===== src/rtl/sipo_frame_ctrl_pkg.sv =====
// Shared definitions for the serial framing controller: FSM state encoding and line levels.
// The serial line idles high, so a low sample is a start bit and a high sample is a good stop bit.
package sipo_frame_ctrl_pkg;

   typedef enum logic [1:0] {
      ST_IDLE  = 2'd0,
      ST_SHIFT = 2'd1,
      ST_STOP  = 2'd2
   } state_t;

   localparam logic START_BIT = 1'b0;
   localparam logic STOP_BIT  = 1'b1;

endpackage


===== src/rtl/shift_sipo_en.sv =====
// Right-shifting serial-in/parallel-out register; new bits enter at the MSB.
// Gated by i_shift_en; the first bit of a WIDTH-bit burst ends up in o_q[0].
module shift_sipo_en #(
   parameter int WIDTH = 4
) (
   input  logic             i_clk,
   input  logic             i_reset,
   input  logic             i_shift_en,
   input  logic             i_s_in,
   output logic [WIDTH-1:0] o_q
);

   logic [WIDTH-1:0] r_q;

   always_ff @(posedge i_clk) begin
      if (i_reset) begin
         r_q <= '0;
      end else if (i_shift_en) begin
         r_q <= {i_s_in, r_q[WIDTH-1:1]};
      end
   end

   assign o_q = r_q;

endmodule


===== src/rtl/sipo_frame_ctrl.sv =====
// Start/stop framing around a SIPO shifter, delivering words through a one-deep valid/ready holding register.
// Start-to-valid latency WIDTH+2 cycles; a good frame arriving while the holder is full and unconsumed is dropped and flags overrun.
module sipo_frame_ctrl
   import sipo_frame_ctrl_pkg::*;
#(
   parameter  int WIDTH = 4,
   localparam int CNT_W = (WIDTH > 1) ? $clog2(WIDTH) : 1
) (
   input  logic             clk,
   input  logic             reset,
   input  logic             en,
   input  logic             s_in,
   input  logic             data_ready,
   input  logic             clr_ovr,
   output logic [WIDTH-1:0] data_out,
   output logic             data_valid,
   output logic             busy,
   output logic             frame_err,
   output logic             overrun
);

   localparam logic [CNT_W-1:0] LAST_CNT = CNT_W'(WIDTH - 1);

   state_t           r_state;
   state_t           w_state_nxt;
   logic [CNT_W-1:0] r_cnt;
   logic [WIDTH-1:0] w_shreg;
   logic [WIDTH-1:0] r_data;
   logic             r_valid;
   logic             r_frame_err;
   logic             r_overrun;
   logic             w_shift_en;
   logic             w_good_stop;
   logic             w_bad_stop;
   logic             w_load;
   logic             w_ovr_set;

   shift_sipo_en #(
      .WIDTH (WIDTH)
   ) u_shift (
      .i_clk      (clk),
      .i_reset    (reset),
      .i_shift_en (w_shift_en),
      .i_s_in     (s_in),
      .o_q        (w_shreg)
   );

   always_ff @(posedge clk) begin
      if (reset) begin
         r_state <= ST_IDLE;
      end else begin
         r_state <= w_state_nxt;
      end
   end

   // Dropping en in SHIFT or STOP abandons the frame silently.
   always_comb begin
      w_state_nxt = r_state;
      w_shift_en  = 1'b0;
      w_good_stop = 1'b0;
      w_bad_stop  = 1'b0;
      case (r_state)
         ST_IDLE: begin
            if (en && (s_in == START_BIT)) begin
               w_state_nxt = ST_SHIFT;
            end
         end
         ST_SHIFT: begin
            if (!en) begin
               w_state_nxt = ST_IDLE;
            end else begin
               w_shift_en = 1'b1;
               if (r_cnt == LAST_CNT) begin
                  w_state_nxt = ST_STOP;
               end
            end
         end
         ST_STOP: begin
            w_state_nxt = ST_IDLE;
            if (en) begin
               w_good_stop = (s_in == STOP_BIT);
               w_bad_stop  = (s_in != STOP_BIT);
            end
         end
         default: begin
            w_state_nxt = ST_IDLE;
         end
      endcase
   end

   always_ff @(posedge clk) begin
      if (reset) begin
         r_cnt <= '0;
      end else if (w_shift_en && (r_cnt != LAST_CNT)) begin
         r_cnt <= r_cnt + CNT_W'(1);
      end else begin
         r_cnt <= '0;
      end
   end

   // A consume in the same cycle frees the slot, so the new word still loads.
   assign w_load    = w_good_stop && (!r_valid || data_ready);
   assign w_ovr_set = w_good_stop && r_valid && !data_ready;

   always_ff @(posedge clk) begin
      if (reset) begin
         r_data      <= '0;
         r_valid     <= 1'b0;
         r_frame_err <= 1'b0;
         r_overrun   <= 1'b0;
      end else begin
         if (w_load) begin
            r_data  <= w_shreg;
            r_valid <= 1'b1;
         end else if (r_valid && data_ready) begin
            r_valid <= 1'b0;
         end
         r_frame_err <= w_bad_stop;
         if (w_ovr_set) begin
            r_overrun <= 1'b1;
         end else if (clr_ovr) begin
            r_overrun <= 1'b0;
         end
      end
   end

   assign data_out   = r_data;
   assign data_valid = r_valid;
   assign busy       = (r_state != ST_IDLE);
   assign frame_err  = r_frame_err;
   assign overrun    = r_overrun;

endmodule

===== config.mk =====
export PLATFORM = sky130hd
export DESIGN_NAME = sipo_frame_ctrl
export DESIGN_NICKNAME = d
export VERILOG_FILES = /design/src/rtl/sipo_frame_ctrl_pkg.sv /design/src/rtl/shift_sipo_en.sv /design/src/rtl/sipo_frame_ctrl.sv
export SDC_FILE = /design/constraint.sdc
export NUM_CORES = 1
export LEC_CHECK = 0
export BUFFER_PORTS_ARGS = -buffer_cell sky130_fd_sc_hd__buf_2
export CORE_MARGIN = 1.5
export CORE_UTILIZATION = 35
export DETAILED_ROUTE_END_ITERATION = 7
export PLACE_DENSITY_LB_ADDON = 0.2
export SYNTH_ARGS = -nofsm -noshare
export SYNTH_HDL_FRONTEND = slang
export SYNTH_SLANG_ARGS = --single-unit

===== constraint.sdc =====
create_clock -name clk -period 3.09 [get_ports clk]
set_input_delay 0.309 -clock clk [delete_from_list [all_inputs] [get_ports clk]]
set_output_delay 0.309 -clock clk [all_outputs]
set_load 0.01 [all_outputs]

After elaboration in Yosys (flattened, before gate mapping)
Cells that the tools add are included.

storage, ports and cells
  register bits = 15
  bits of input ports = 6
  output and inout bits = 8
  logic and storage cells = 46

cells by class
  $add $sub $neg = 1
  equality and inequality tests = 6
  mux-type cells = 12
  bitwise operators = 4
  reduce and logical (&&, ||, !) cells = 16

operators by type and width
  kind                 count
  $mux 1               8
  $logic_and 1x1->1    6
  $mux 2               3
  $reduce_bool 2->1    3
  $eq 2x2->1 const B   2
  $ne 2x2->1 const B   2
  $not 1->1            4
  $pmux 2 s2           1
  $ne 3x3->1 const B   1
  $reduce_or 3->1      1
  $add 2x1->2 const B  1
  $eq 2x1->1 const B   1
  $logic_not 1->1      2
  $logic_not 2->1      1
  $reduce_and 2->1     1
  $reduce_or 2->1      1
  $logic_or 1x1->1     1

Longest topological paths before layout
  depth after elaboration = 5
  gate-level depth with buffers = 4
  depth with buffers taken out = 3

By module
Synthesis repeated with hierarchy kept, for this count alone.

unflattened totals
  cell total of the unflattened synthesis = 59
  area, all modules = 616.8 um^2

modules (own cells, without submodules)
  module           instances  cells each  area each (um^2)  seq. area each (um^2)
  sipo_frame_ctrl  1          46          476.7             220.2
  shift_sipo_en    1          13          140.1             80.1

Worst setup path after synthesis
Ideal clock, no wire load.

  path kind = flip-flop to flip-flop
  from = register r_state[0]
  to = register r_data[0] (netlist: data_out[0])
  library setup time = 72 ps
  arrival time = 916 ps
  required time = 3018 ps
  path slack = 2103 ps
  cell stages (with the launch flop) = 5
  buffers on the path = 1
  period minus slack after synthesis = 987 ps
  cells stage by stage = dfxtp_1 > nand4b_4 > nor2b_2 > buf_6 > mux2i_1

on the way
  longest elaborated chain between the ends = 3

ends and longest elaborated chain
  item                      RTL line                RTL
  start: declaration        sipo_frame_ctrl.sv:24   state_t r_state;
  start signal: assignment  sipo_frame_ctrl.sv:52   r_state <= w_state_nxt;
  $eq 2x2->1                sipo_frame_ctrl.sv:62   case (r_state)
  $mux 1                    sipo_frame_ctrl.sv:62
  $logic_and 1x1->1         sipo_frame_ctrl.sv:102  assign w_load = w_good_stop && (!r_valid || data_ready);
  end signal: assignment    sipo_frame_ctrl.sv:113  r_data <= w_shreg;
  end: declaration          sipo_frame_ctrl.sv:28   logic [WIDTH-1:0] r_data;

No other way between the ends.
A chain may end at the register's enable or synchronous reset.

Final worst setup path
  from = register r_state[1]
  to = output busy

on the way
  longest elaborated chain between the ends = 1

ends and longest elaborated chain
  item               RTL line                RTL
  $reduce_bool 2->1  sipo_frame_ctrl.sv:129  assign busy = (r_state != ST_IDLE);
  end: declaration   sipo_frame_ctrl.sv:17   output logic busy,

No other way between the ends.

==> summary.txt <==
Outcome: finished, final reports clean
RD Place Congestion: 0.667
Reg2Reg Depth: 3
Die width: 45.0 um
Yosys reg bits: 15
H-tree levels: 1
WL/cell: 9.74 um
Die Area: 2030 um2
Register area share after synthesis: 48.6%
CTS tree: built
Initial Util: 36.6%
Initial antenna violation count: 0
Cts bufs inserted: 3
Max VDD drop: 293 uV
CP Data Required Time: 2.78 ns
Nets: 80
Via density: 4.71
Worst hold stages: 2
Max_slew headroom: 79.9%
Crit-path cells: or2_2 -> buf_2
Yosys cell types: 20
Crit share post-route: 45.5%
Ant. Diodes: 0
Number of global-route vias before repair: 302
Post-synth top area cell: dfxtp_1
Final setup fails: 0
Hold_buf cts: 0
Gr usage total: 9.57%
DRT Wirelength: 867 um
I/O Buffers: 13
Post-CTS Setup Inserts: 0
Synthesized area: 618 um2
Pwr/cell area: 449 nW/um2
Slew Limit Fails: 0
Critical Path Slowest Stage Cell: dfxtp_1
Final Hold Fails: 0
Core area: 1690 um2
Layout cells sized above 1: 31.9%
Reg2reg setup slack: 1.94 ns
Max incr delay on CP: 0.38 ns
Skew final: 0.00583 ns
DIE HEIGHT: 45.0 um
Clk_lat worst skew: 0.28 ns
Synth Warn #: 0
First-pass GRT wire length: 1.33 mm
CTS clk-pin slew, worst paths: 0.09 ns
Final WS setup: 1.69 ns
GRT Residual Overflow: 0
CP arrival: 1.10 ns
I/O pins: 14
Pin count of the biggest net entering global routing: 16
Row cnt: 15
Tightest Hold Check Type: in -> reg
Async set-reset flop share out of synthesis: 0%
Synth area leaders: dfxtp_1 (49%), mux2i_1 (13%), nand2b_1 (9.1%)
Ys flop type: dfxtp_1
First-pass DRT Iterations: 2
Maximum clock rate: 712 MHz
Final Util: 42.4%
Resized cells post-CTS: 0
DRC: 0
Most frequent cells after synthesis: dfxtp_1 (15), nand2b_1 (9), mux2i_1 (8), nor2_1 (4), inv_1 (3)
Dpl ws: 1.91 ns
Post-DRT Antenna Nets: 0
Count leader, synth: dfxtp_1
Post-synth EDFFs: 0
Clock root cell: clkbuf_4
DPL Wire Length: 647 um
Worst-Margin Slew: 0.301 ns
CTS Buffer Depth: 2
Worst Setup Path Type: reg -> out
Post-Syn Nets: 64
Area Overhead vs Synth: 16.0%
Min Tclk post-route: 1.40 ns
Critical path launch point type: flip-flop
Post-synth top area share: 48.6%
Drt first-iter violations: 1
Vias: 419
Crit end category: output port
Setup TNS: 0 ns
Clock sink count: 15
Synth Instances: 57
Unrepaired setup endpoints after global routing: false
Max-Cap Viols: 0
Avg Inst Size Synth: 10.8 um2
Pleak: 0.328 nW
Critical path fanouts, max: 6
cells by family (layout without fill, tap and decap cells):
group	after synthesis	after routing	synth area share, %
multiplexers	8	8	13.0
adder cells (fa/ha/maj)	1	1	2.02
AND/OR/NAND/NOR	25	25	28.7
buffers and inverters	5	20	4.25
flip-flops	15	15	48.6
AO/OA/AOI/OAI	3	3	3.44
report_power, final:
group          internal (mW)  switching [mW]  leakage (nW)
logic                0.00803         0.00775         0.189
clock network         0.0481          0.0624        0.0177
registers              0.194         0.00148         0.121
metrics by stage:
step	power (mW)	std cells	hold WS, ns	cell area [um2]
floorplan	0.210	57	0.386	618
global placement	0.216	85	0.428	689
detailed placement	0.216	85	0.421	689
CTS	0.329	89	0.260	717
global route	0.341	89	0.265	717
finish	0.322	89	0.267	717
per-layer routing:
layer,up-vias,global-route usage (%),part of all wire (%)
li1,221,-,-
met1,187,11.8,50
met2,9,12.6,42
met3,2,6.00,6.2
met4,0,5.29,1.6
met5,-,0,0
path summary, 6_finish.rpt:
check	to	startpoint
min	frame_err$_SDFF_PP0_	s_in
min reg2reg	r_cnt[0]$_SDFF_PP0_	r_cnt[0]$_SDFF_PP0_
max	busy	r_state[1]$_SDFFE_PP0P_
max reg2reg	data_out[3]$_SDFFE_PP0P_	r_state[1]$_SDFFE_PP0P_
final cells by class:
cell class | instances | area [um2]
Clock buffer | 3 | 22.5
Clock inverter | 1 | 5.00
Fill cell | 166 | 972
Inverter | 3 | 11.3
Multi-Input combinational cell | 37 | 292
Sequential cell | 15 | 300
Tap cell | 17 | 21.3
Timing Repair Buffer | 13 | 65.1
cell usage in the layout (no fill, tap or decap), types with 2 or more instances in the layout:
cell type  netlist  final
dfxtp_1         15     15
inv_1            3      3
nand2b_2         2      2
nor2b_1          2      2
nor4_1           2      2
clkbuf_4         0      3
nand2b_1         9      9
mux2i_1          8      8
buf_2            0     13
nor2_1           4      4
worst max-delay path: cells and delay by family, from the launching register on:
family	cells	cell delay [ns]
flops	1	0.38
simple gates	1	0.30
buf+inv	1	0.14
registers in the layout (all words and copies together) (netlist names):
register     flops
u_shift.o_q      4
r_cnt            2
data_valid       1
overrun          1
r_state          2
data_out         4
frame_err        1
Power figures use the tool's default switching activity.
